File: config.mk
export PLATFORM = sky130hd
export DESIGN_NAME = shift_pass_sequencer
export DESIGN_NICKNAME = d
export VERILOG_FILES = /design/src/rtl/shift_pass_sequencer.sv
export SDC_FILE = /design/constraint.sdc
export NUM_CORES = 1
export LEC_CHECK = 0
export CAP_MARGIN = 20
export CORE_MARGIN = 2
export CORE_UTILIZATION = 40
export CTS_CLUSTER_DIAMETER = 60
export DETAILED_ROUTE_END_ITERATION = 12
export PLACE_DENSITY = 0.82
export REMOVE_ABC_BUFFERS = 1
export SYNTH_ARGS = -nofsm -noshare
export SYNTH_HDL_FRONTEND = slang
export SYNTH_SLANG_ARGS = --single-unit
File: constraint.sdc
create_clock -name clk -period 4.25 [get_ports clk]
set_input_delay 0.425 -clock clk [delete_from_list [all_inputs] [get_ports clk]]
set_output_delay 0.425 -clock clk [all_outputs]
set_load 0.05 [all_outputs]
File: src/rtl/shift_pass_sequencer.sv
// shift_pass_sequencer: multi-pass front end for a 64-bit, 5-bit-amount arithmetic-left
// barrel shifter. It splits shift amounts 0..63 into passes of at most 31 and tracks overflow.
`default_nettype none

module shift_pass_sequencer (
    input  logic        clk,
    input  logic        reset_n,
    input  logic        req_valid,
    output logic        req_ready,
    input  logic [63:0] req_data,
    input  logic [5:0]  req_amt,
    output logic [63:0] sh_D_in,
    output logic [4:0]  sh_samt,
    input  logic [63:0] sh_D_out,
    output logic        res_valid,
    input  logic        res_ready,
    output logic [63:0] res_data,
    output logic        res_ovf
);

    typedef enum logic [1:0] {
        IDLE  = 2'd0,
        SHIFT = 2'd1,
        DONE  = 2'd2
    } state_t;

    localparam logic [5:0] MAX_STEP = 6'd31;

    state_t      state;
    state_t      state_next;
    logic [63:0] acc;
    logic [5:0]  rem;
    logic        ovf;

    logic [4:0]  step;
    logic [5:0]  rem_next;
    logic        lost;

    always_ff @(posedge clk or negedge reset_n) begin
        if (!reset_n) begin
            state <= IDLE;
            acc   <= '0;
            rem   <= '0;
            ovf   <= 1'b0;
        end else begin
            state <= state_next;
            case (state)
                IDLE: begin
                    if (req_valid) begin
                        acc <= req_data;
                        rem <= req_amt;
                        ovf <= 1'b0;
                    end
                end
                SHIFT: begin
                    acc <= sh_D_out;
                    rem <= rem_next;
                    ovf <= ovf | lost;
                end
                default: begin
                end
            endcase
        end
    end

    always_comb begin
        step       = (rem > MAX_STEP) ? MAX_STEP[4:0] : rem[4:0];
        rem_next   = rem - {1'b0, step};
        lost       = 1'b0;
        state_next = state;

        // Bits 62 down to 63-step are pushed out of the magnitude field this pass.
        for (int i = 0; i < 63; i++) begin
            if ((i + int'(step) >= 63) && (acc[i] != acc[63])) begin
                lost = 1'b1;
            end
        end

        case (state)
            IDLE:    if (req_valid)        state_next = SHIFT;
            SHIFT:   if (rem_next == 6'd0) state_next = DONE;
            DONE:    if (res_ready)        state_next = IDLE;
            default:                       state_next = IDLE;
        endcase
    end

    assign req_ready = (state == IDLE);
    assign res_valid = (state == DONE);
    assign res_data  = (state == DONE) ? acc : 64'd0;
    assign res_ovf   = (state == DONE) ? ovf : 1'b0;
    assign sh_D_in   = acc;
    assign sh_samt   = (state == SHIFT) ? step : 5'd0;

endmodule

`default_nettype wire

==> results <==
- The number of hold buffers added after cts is 0.
- The count of cells along the worst register-to-register path is 10.
- The critical path runs through a total of 10 cells.
- The depth of the CTS H-tree is 3.
- The count of nets left with antenna violations once routing finished came out at 0.
- Excluding fillers, the count of instances in the completed layout stands at between 1k and 1.5k.
- The cell count after placement is ~1.4k.
- The fill cell instance count of the final layout is 1622.
- The initial detailed-routing violation count is slightly above 700.
- The core area is between 0.015 and 0.02 sq mm.
- The via count of the first global-routing pass is 7916.
- Dividing the detail-routed wire length by the instance count gives between 20 and 25 um.
- In this run the core area contains 49 standard-cell rows.
- After synthesis, the netlist uses 77 different library cells.
- The worst-case setup slack after placement is 504 ps.
- The placement-stage cell area is 0.0102 sq mm.
- No sink is reached through more buffers than the 2 on the longest clock path.
- The worst hold-check path type is input port to asynchronous set/reset pin.
- The launching instance or port of the critical path is rem[5].
- met2 is the most crowded layer.
- Once the clock tree was built, the resizer swapped 0 gates to a different size.
- In the routed layout, each cell is associated on average with a via count of roughly 5.9.
- The flow ran to the end, and the final reports show no timing, DRC or antenna violations.
- Yosys printed 0 warnings.
- In the final layout, the share of cells above drive strength 1 is 6.02%.
- The routed design has 28700 um of wire.
- The clock-pin slew on the worst setup and hold paths is 60 ps.
- The setup skew after layout is 11.2 ps.
- The number of slew-limit violations in the final report is 0.
- The number of flops mapped to enable cells by yosys is 0.
- The total of flip-flops plus latches after synthesis is 73.
- The relative max-transition margin is around a third.
- TritonCTS built the clock tree.
- Data arrives at the worst endpoint at 3940 ps.
- The number of hold violations in the final report is 0.
- Walking the worst path, the cells encountered are nor2_1, inv_1, ha_1, a21oi_1, mux2i_1, o21ai_1, a21oi_1, o211ai_1, nor4_2, a31oi_1.
- The number of buffers and inverters on the critical path is 1.
- The worst path meets setup with 526 ps of slack.
- STA classifies the critical path startpoint as a flip-flop.
- The reported max-cap violation count is 0.
- The pin count of the biggest net entering global routing is 74.
- On the critical path the largest part of the delay comes from compound AO/OA/AOI/OAI gates.
- The minimum clock period after layout is roughly 3700 ps.
- The fraction of met2 tracks used by global routing is 46.7%.
- In the global route stage, met3 resource usage came out at 6.93%.
- For this run the aggregate overflow at the end of global routing stands at 0.
- Setup repair after global routing left no endpoint under its margin.
- The number of buffers created by CTS is 9.
- The maximum fanout encountered on the critical timing path is 18.
- The boundary pin count is 274.
- The number of instances in the synthesized netlist is 927.
- The first detailed-routing pass ran for 7 iterations.
- Relative to the synthesized area, the layout overhead comes to 46.0%.
- The most prevalent standard cell on the critical path is sky130_fd_sc_hd__a21oi_1.
- The width of the die is 138 um.
- Setup slack on the worst reg-to-reg path comes out at around 530 ps.
- From bottom edge to top edge, the die measures 138 um.
- Input and output buffers added on the ports amount to 273.
- The slowest cell on the critical path is sky130_fd_sc_hd__ha_1.
- The number of setup buffers added after CTS is 0.
- The routed layout has 8259 vias.
- The wire-length estimate of the detail-placed layout is 21400 um.
- The maximum clock rate is between 200 and 300 MHz.
- The number of endpoints failing setup at the final stage is 0.
- 0 antenna diodes ended up in the layout.
- The mapped cell area is 0.00722 sq mm.
- By startpoint and endpoint, the worst setup path is classified as flip-flop to flip-flop.
- For this run, asynchronously set or reset flops after synthesis account for 100%.
- The category of the worst setup path capture point is a flip-flop.
- The cell chosen for the clock root is sky130_fd_sc_hd__clkbuf_16.
- The biggest cell delay along the critical path is 480 ps.
- After detailed routing, the number of remaining DRC violations is 0.
- The clock latency at the later pin of the worst-skew pair is between 300 and 400 ps.
- The number of clock sinks is 73.
- The most used flip-flop cell after synthesis is sky130_fd_sc_hd__dfrtp_1.
- The utilization after layout is between 50% and 60%.
- Routability-driven placement finished with a final weighted congestion of 1.05.
- The endpoint identified for the worst register-to-register timing path is ovf.
- The floorplan step defined a die boundary enclosing 0.0191 sq mm.
- The critical path capture point is ovf.
- The startpoint of the worst register-to-register path is rem[5].
- The first global-routing pass estimated around 44000 um of wire.
- The required arrival time at the worst endpoint is ~4500 ps.
- The average footprint of a synthesized cell is 7.78 sq um.
- The total non-filler cell area in the finished layout is 0.0105 sq mm.
- The initial antenna violation count is 2.
- The total track usage is between 20 and 30%.
- The final layout contains about 1.3k nets.
- The worst path uses between 80% and 90% of the clock period.
- For this configuration, the core starts out at a cell density of between 40% and 50%.
- Global routing consumed, on the met1 layer, 38.7% of the routing resources.
- Sequential cells were found to cover between 20 and 30% of the synthesized design area.
- The measured slew at the worst slew-check pin is 1020 ps.
-- Yosys cell counts (all sizes together) (9+ instances only) --
cell,count,share of area (%)
a21oi,44,3.1
a22oi,15,1.6
a2bb2oi,9,1.1
a31oi,15,1.3
and2,71,6.2
buf,25,2.1
clkbuf,50,2.6
dfrtp,73,25
ha,30,5.2
inv,33,1.8
mux2i,59,8.2
nand2,98,5.1
nand2b,16,1.4
nand3,18,1.2
nor2,38,2.1
nor2b,17,1.5
nor3,14,0.97
o211ai,10,1.0
o21ai,108,7.5
xnor2,24,2.9
xor2,10,1.2
-- cells in the final DEF (no fill, tap or decap), types with 7 or more instances in the layout --
cell,instances
sky130_fd_sc_hd__inv_1,30
sky130_fd_sc_hd__xnor2_1,24
sky130_fd_sc_hd__a21o_1,8
sky130_fd_sc_hd__ha_1,30
sky130_fd_sc_hd__nand3_1,18
sky130_fd_sc_hd__a22oi_1,15
sky130_fd_sc_hd__o21a_1,8
sky130_fd_sc_hd__o21ai_0,105
sky130_fd_sc_hd__nor2_1,37
sky130_fd_sc_hd__mux2i_1,59
sky130_fd_sc_hd__and2_1,70
sky130_fd_sc_hd__nor3_1,14
sky130_fd_sc_hd__a21oi_1,44
sky130_fd_sc_hd__clkbuf_16,9
sky130_fd_sc_hd__nand2_1,98
sky130_fd_sc_hd__nand2b_1,16
sky130_fd_sc_hd__nor2b_1,15
sky130_fd_sc_hd__xor2_1,10
sky130_fd_sc_hd__clkdlybuf4s50_1,272
sky130_fd_sc_hd__a31oi_1,15
sky130_fd_sc_hd__nor4_1,7
sky130_fd_sc_hd__dfrtp_1,72
sky130_fd_sc_hd__o211ai_1,10
sky130_fd_sc_hd__buf_4,39
sky130_fd_sc_hd__a2bb2oi_1,9
-- per-stage QoR --
stage / TNS [ps] / hold WS, ps
2_1_floorplan: -67610 / 129
3_3_place_gp: 0 / 493
3_5_place_dp: 0 / 506
4_1_cts: 0 / 269
5_1_grt: 0 / 324
6_report: 0 / 221
-- layer usage --
metal  part of all wire (%)  wire, um  up-vias
met5                   0.10        29        -
met4                    2.5       719        4
met3                    9.2      2650       63
met2                     45     13000      461
met1                     43     12200     3884
li1                       -         -     3847
-- logic make-up after synthesis --
family                     count (synthesis)  share of synthesized area, %
AOI/OAI and AO/OA                        295                          26.6
and+or+nand+nor                          325                          23.8
xor gates and xnor gates                  34                          4.13
buffers and inverters                    109                          6.47
muxes                                     61                          8.50
DFF                                       73                          25.3
adders and majority gates                 30                          5.20
-- worst min-delay path by stage --
| stage | start | depth (start not counted) | endpoint |
|---|---|---|---|
| 3_3_place_gp | sh_D_in[0] | 2 | sh_D_in[0] |
| 2_1_floorplan | reset_n | 0 | ovf |
| 6_report | reset_n | 1 | sh_D_in[55] |
| 5_1_grt | reset_n | 1 | sh_D_in[39] |
| 4_1_cts | reset_n | 1 | sh_D_in[50] |
| 3_5_place_dp | sh_D_in[16] | 2 | sh_D_in[16] |
-- cell type report --
cell class	instances	area (sq um)	area share (%)
timing repair buffer	312	3040	28.8
sequential	73	1830	17.4
clock inverter	6	67.6	0.642
clock buffer	10	229	2.17
multi-input combinational	745	4950	47.0
inverter	34	130	1.24
tap	229	287	2.72
-- state kept, by name, indices dropped and copies added (netlist names) --
register,count
ovf,1
rem,6
sh_D_in,64
state,2
Power is left out: the tool's default activity adds up to more than one toggle a clock period on the data nets, which glitch-free logic cannot reach.
